--- src/rtl/mem_arbiter.sv ---
// Two-port round-robin arbiter in front of a single 1-cycle-read RAM.
// IF is read-only; LS reads and writes; each port owns a response slot.
module mem_arbiter_slot #(
    parameter int WIDTH = 8
) (
    input  logic             clock,
    input  logic             reset_n,
    input  logic             accept,
    input  logic             rsp_ready,
    input  logic [WIDTH-1:0] mem_data_o,
    output logic             rsp_valid,
    output logic [WIDTH-1:0] rsp_data,
    output logic             open
);
    typedef enum logic [1:0] {EMPTY, INFLIGHT, HELD} state_t;

    state_t           state;
    logic [WIDTH-1:0] hold;

    always_ff @(posedge clock) begin
        if (!reset_n) begin
            state <= EMPTY;
            hold  <= '0;
        end else begin
            case (state)
                EMPTY: begin
                    if (accept) state <= INFLIGHT;
                end
                INFLIGHT: begin
                    if (rsp_ready) begin
                        state <= accept ? INFLIGHT : EMPTY;
                    end else begin
                        hold  <= mem_data_o;
                        state <= HELD;
                    end
                end
                HELD: begin
                    if (rsp_ready) state <= accept ? INFLIGHT : EMPTY;
                end
                default: state <= EMPTY;
            endcase
        end
    end

    assign rsp_valid = (state != EMPTY);
    assign open      = (state == EMPTY) || (rsp_valid && rsp_ready);

    always_comb begin
        rsp_data = '0;
        unique case (1'b1)
            (state == INFLIGHT): rsp_data = mem_data_o;
            (state == HELD):     rsp_data = hold;
            default:             rsp_data = '0;
        endcase
    end
endmodule

module mem_arbiter #(
    parameter int WIDTH = 8,
    parameter int DEPTH = 32,
    localparam int AW = $clog2(DEPTH)
) (
    input  logic             clock,
    input  logic             reset_n,
    input  logic             if_req_valid,
    output logic             if_req_ready,
    input  logic [AW-1:0]    if_addr,
    output logic             if_rsp_valid,
    input  logic             if_rsp_ready,
    output logic [WIDTH-1:0] if_rsp_data,
    input  logic             ls_req_valid,
    output logic             ls_req_ready,
    input  logic             ls_we,
    input  logic [AW-1:0]    ls_addr,
    input  logic [WIDTH-1:0] ls_wdata,
    output logic             ls_rsp_valid,
    input  logic             ls_rsp_ready,
    output logic [WIDTH-1:0] ls_rsp_data,
    output logic             mem_write_en,
    output logic [AW-1:0]    mem_w_addr,
    output logic [WIDTH-1:0] mem_data_i,
    output logic [AW-1:0]    mem_r_addr,
    input  logic [WIDTH-1:0] mem_data_o,
    input  logic             mem_ready
);
    logic gate;
    logic if_open, ls_open;
    logic if_elig, ls_rd_elig, ls_wr_elig, ls_elig;
    logic grant_if, grant_ls;
    logic last_ls;

    // Reset also blocks grants so no write can slip through while reset_n is low.
    assign gate       = reset_n && mem_ready;
    assign if_elig    = gate && if_req_valid && if_open;
    assign ls_rd_elig = gate && ls_req_valid && !ls_we && ls_open;
    assign ls_wr_elig = gate && ls_req_valid && ls_we;
    assign ls_elig    = ls_rd_elig || ls_wr_elig;

    assign grant_if = if_elig && (!ls_elig || last_ls);
    assign grant_ls = ls_elig && (!if_elig || !last_ls);

    assign if_req_ready = grant_if;
    assign ls_req_ready = grant_ls;

    always_ff @(posedge clock) begin
        if (!reset_n) begin
            last_ls <= 1'b1;
        end else if (grant_if) begin
            last_ls <= 1'b0;
        end else if (grant_ls) begin
            last_ls <= 1'b1;
        end
    end

    assign mem_write_en = grant_ls && ls_we;
    assign mem_w_addr   = ls_addr;
    assign mem_data_i   = ls_wdata;
    assign mem_r_addr   = grant_ls ? ls_addr : if_addr;

    mem_arbiter_slot #(.WIDTH(WIDTH)) u_if_slot (
        .clock      (clock),
        .reset_n    (reset_n),
        .accept     (grant_if),
        .rsp_ready  (if_rsp_ready),
        .mem_data_o (mem_data_o),
        .rsp_valid  (if_rsp_valid),
        .rsp_data   (if_rsp_data),
        .open       (if_open)
    );

    mem_arbiter_slot #(.WIDTH(WIDTH)) u_ls_slot (
        .clock      (clock),
        .reset_n    (reset_n),
        .accept     (grant_ls && !ls_we),
        .rsp_ready  (ls_rsp_ready),
        .mem_data_o (mem_data_o),
        .rsp_valid  (ls_rsp_valid),
        .rsp_data   (ls_rsp_data),
        .open       (ls_open)
    );
endmodule

--- config.mk ---
export PLATFORM = sky130hd
export DESIGN_NAME = mem_arbiter
export DESIGN_NICKNAME = d
export VERILOG_FILES = /design/src/rtl/mem_arbiter.sv
export SDC_FILE = /design/constraint.sdc
export NUM_CORES = 1
export LEC_CHECK = 0
export CAP_MARGIN = 20
export CORE_ASPECT_RATIO = 0.75
export CORE_MARGIN = 2
export CORE_UTILIZATION = 41
export DETAILED_ROUTE_END_ITERATION = 8
export PLACE_DENSITY_LB_ADDON = 0.08
export SLEW_MARGIN = 40
export SYNTH_ARGS = -nofsm -noshare
export SYNTH_HDL_FRONTEND = slang
export SYNTH_HIERARCHICAL = 1
export SYNTH_SLANG_ARGS = --single-unit
--- constraint.sdc ---
create_clock -name clock -period 3.3 [get_ports clock]
set_clock_uncertainty 0.15 [all_clocks]
set_input_delay 0.825 -clock clock [delete_from_list [all_inputs] [get_ports clock]]
set_output_delay 0.825 -clock clock [all_outputs]
set_load 0.005 [all_outputs]
==> qor.yml <==
status:
  status: "complete, no violations"
synthesis:
  synth_fa_ha_area_share_pct: 8.40
  yosys.area_share.xor_xnor_pct: 0
  synth_area_sq_um: 1490
  syn_inst: 187
  synth_compound_area_share_pct: 20.7
  synth_top_family_by_area: "simple AND/OR/NAND/NOR gates"
  synth_mux_area_share_pct: 5.04
  syn_area_per_cell_sq_um: 7.97
  synth_simple_gate_area_share_pct: 24.3
  synth_cell_types: 26
  yosysWarnings: 6
  seq_area_frac_synth_pct: 28.2
  syn_nets: 231
  synth_seq_cells: 21
floorplan:
  rows: 18
  start_util_pct: 44.1
  dieWidth_um: 73.6
  die_h_um: 56.2
  core_sq_um: 3380
  die_area_sq_um: 4140
  ios: 73
cells_and_area:
  synthToLayoutAreaGrowth_pct: 42.0
  drive_above_1_share_pct: 17.8
  stdcell_count: 281
  layout.nets: 286
  final_common_cell: "clkdlybuf4s50_1"
  antenna_cells: 0
  final_cell_mix: "clkdlybuf4s50_1, nand2_1, dfxtp_1, a21oi_1, nor2b_1"
  post-route-cell-area_sq_um: 2120
routing:
  vias: 1469
  drt_iter0_markers: 68
  vias_per_cell: 5.23
  final_antenna_net_count: 0
  drc_errors: 0
  firstDrtPassIters: 4
  wirelength_um: 3710
  wl_per_cell_um: 13.2
critical_path:
  worst-path-stages: 6
  crit_start: "if_rsp_ready"
  startpoint_type: "primary input"
  path_buf_inv: 3
  crit_chain: "clkdlybuf4s15_2, or2_4, a311o_2, buf_12, mux2_4, buf_2"
  path_delay_family: "buffers and inverters"
  max_stage_delay_ps: 430
  crit_arrival_ps: 2250
  cp_slowest_cell: "a311o_2"
  r2r_cells: 9
  r2r_start: "u_if_slot/state[0]"
  critPathCaptureType: "output port"
  cp.required_ps: 2320
  endpoint: "mem_r_addr[3]"
  critPathKind: "in2out"
  r2r-end: "u_ls_slot/state[1]"
  ff2ff_setup_slack_ps: 740
  cp_max_fo: 4
placed_design:
  dp_hpwl_um: 2800
  gp_congestion: 0.777
  placedInstanceArea_sq_um: 2040
  dp.cells: 274
  port_buffers: 56
flow_run:
  drv_cap: 0
timing:
  grt_setup_unrepaired: "no"
  relSlewSlack_pct: 72.9
  hold_violations: 0
  hold_slack_ps: 309
  setup_tns_ps: 0
  fmax_ghz: 0.310
  worst_pin_slew_ps: 406
  slew_violations: 0
  period_share_pct: 97.7
  setup_viol: 0
  layout_min_cycle_time_ps: 3220
global_route:
  grt_pass1_wl_um: 5870
  grt_pass1_vias: 1344
  grt_max_degree: 13
  track_usage_pct: 17.4
  grt_antenna_before_repair: 0
  grt_overflow: 0
clocking:
  cts_tree: "yes"
  clk_latency_ps: 260
  cts_max_path_buffers: 2
  cts_root_buf: "clkbuf_8"
  h-tree-depth: 1
  cts.sinks: 21
  cts_made_buffers: 3
  clk_pin_slew_ps: 80
pwr:
  p_clk_share_pct: 31.0
  p_comb_share_pct: 21.5
  p_leak_nw: 0.826
  switching_share_pct: 25.0
  p_per_area_nw_per_um2: 260
  p_sw_mw: 0.137
  max-vdd-ir-drop_mv: 0.282
  pwr-share-seq_pct: 47.5
  p_int_mw: 0.413
hold_path:
  min_path_type: "reg2reg"
  whs_path_depth: 2
logic make-up (layout without fill, tap and decap cells):
kind of cell               Yosys count  after routing
and+or+nand+nor                     68             68
buffers and inverters               34             88
muxes                                5              5
AOI/OAI and AO/OA                   49             49
DFF                                 21             21
adders and majority gates           10             10
metal layers:
layer / wire (um) / global-route usage (%)
met5: 0 / 0
met4: 44 / 4.68
met3: 320 / 4.71
met2: 1700 / 28.1
met1: 1640 / 22.6
flip-flops by register name (all words and copies together), names as in the netlist:
name             count
last_ls              1
u_if_slot/hold       8
u_if_slot/state      2
u_ls_slot/hold       8
u_ls_slot/state      2
area by class of cell:
cell class              instances  area [sq um]
fillers                       312          1260
multi-input cells             132           882
repair buffers                 72           671
flip-flops and latches         21           422
well taps                      40          50.0
inverters                      12          45.0
clock buffers                   3          41.3
clock inverters                 1          5.00
power groups by stage:
stage | logic [mW] | clock network (mW) | registers (mW)
6_report | 0.118 | 0.171 | 0.262
5_1_grt | 0.129 | 0.182 | 0.262
4_1_cts | 0.121 | 0.174 | 0.261
3_5_place_dp | 0.120 | 0 | 0.267
3_3_place_gp | 0.119 | 0 | 0.267
2_1_floorplan | 0.0575 | 0 | 0.267
synth_stat cells (all sizes together):
library cell	number	area, sq um
a211o	2	17.5
a21oi	20	100
or4	2	15.0
nand2b	4	40.0
o311ai	1	8.76
clkinv	2	7.51
and2b	4	37.5
or2	2	12.5
nor2	2	7.51
dfxtp	21	420
nand2	35	131
inv	10	37.5
a22oi	16	120
mux2	5	75.1
nor3	1	5.00
o21ai	8	43.8
ha	10	125
clkbuf	6	22.5
a311o	1	10.0
a311oi	1	8.76
buf	16	131
nor2b	18	113
worst reg2reg max path: cells and delay by family (launching register included):
family,cells,cell delay [ps]
compound gates,2,580
simple gates,4,970
buf+inv,2,230
fa+ha+maj,1,220
flops,1,360
repair_timing:
action,4_1_cts,5_1_grt
hold buffers,0,0
resized for setup,28,7
endpoints found under the setup margin,8,6
pin swaps,3,0
buffers inserted,3,0
through the flow:
step,setup slack (ps),utilization [%],power (mW)
2_1_floorplan,412,-,0.325
3_3_place_gp,-522,60.5,0.386
3_5_place_dp,-552,60.5,0.387
4_1_cts,-1.36,63.3,0.556
5_1_grt,35.1,62.6,0.573
6_report,76.9,62.6,0.550
worst min-delay path by stage:
stage	from	end	slack (ps)
global placement	u_if_slot/hold[0]	u_if_slot/hold[0]	290
global route	u_if_slot/hold[1]	u_if_slot/hold[1]	320
detailed placement	u_if_slot/hold[0]	u_if_slot/hold[0]	300
floorplan	u_if_slot/hold[0]	u_if_slot/hold[0]	290
finish	u_if_slot/hold[0]	u_if_slot/hold[0]	310
CTS	u_if_slot/hold[0]	u_if_slot/hold[0]	310
Note: power is estimated with default switching activity, not from simulation.
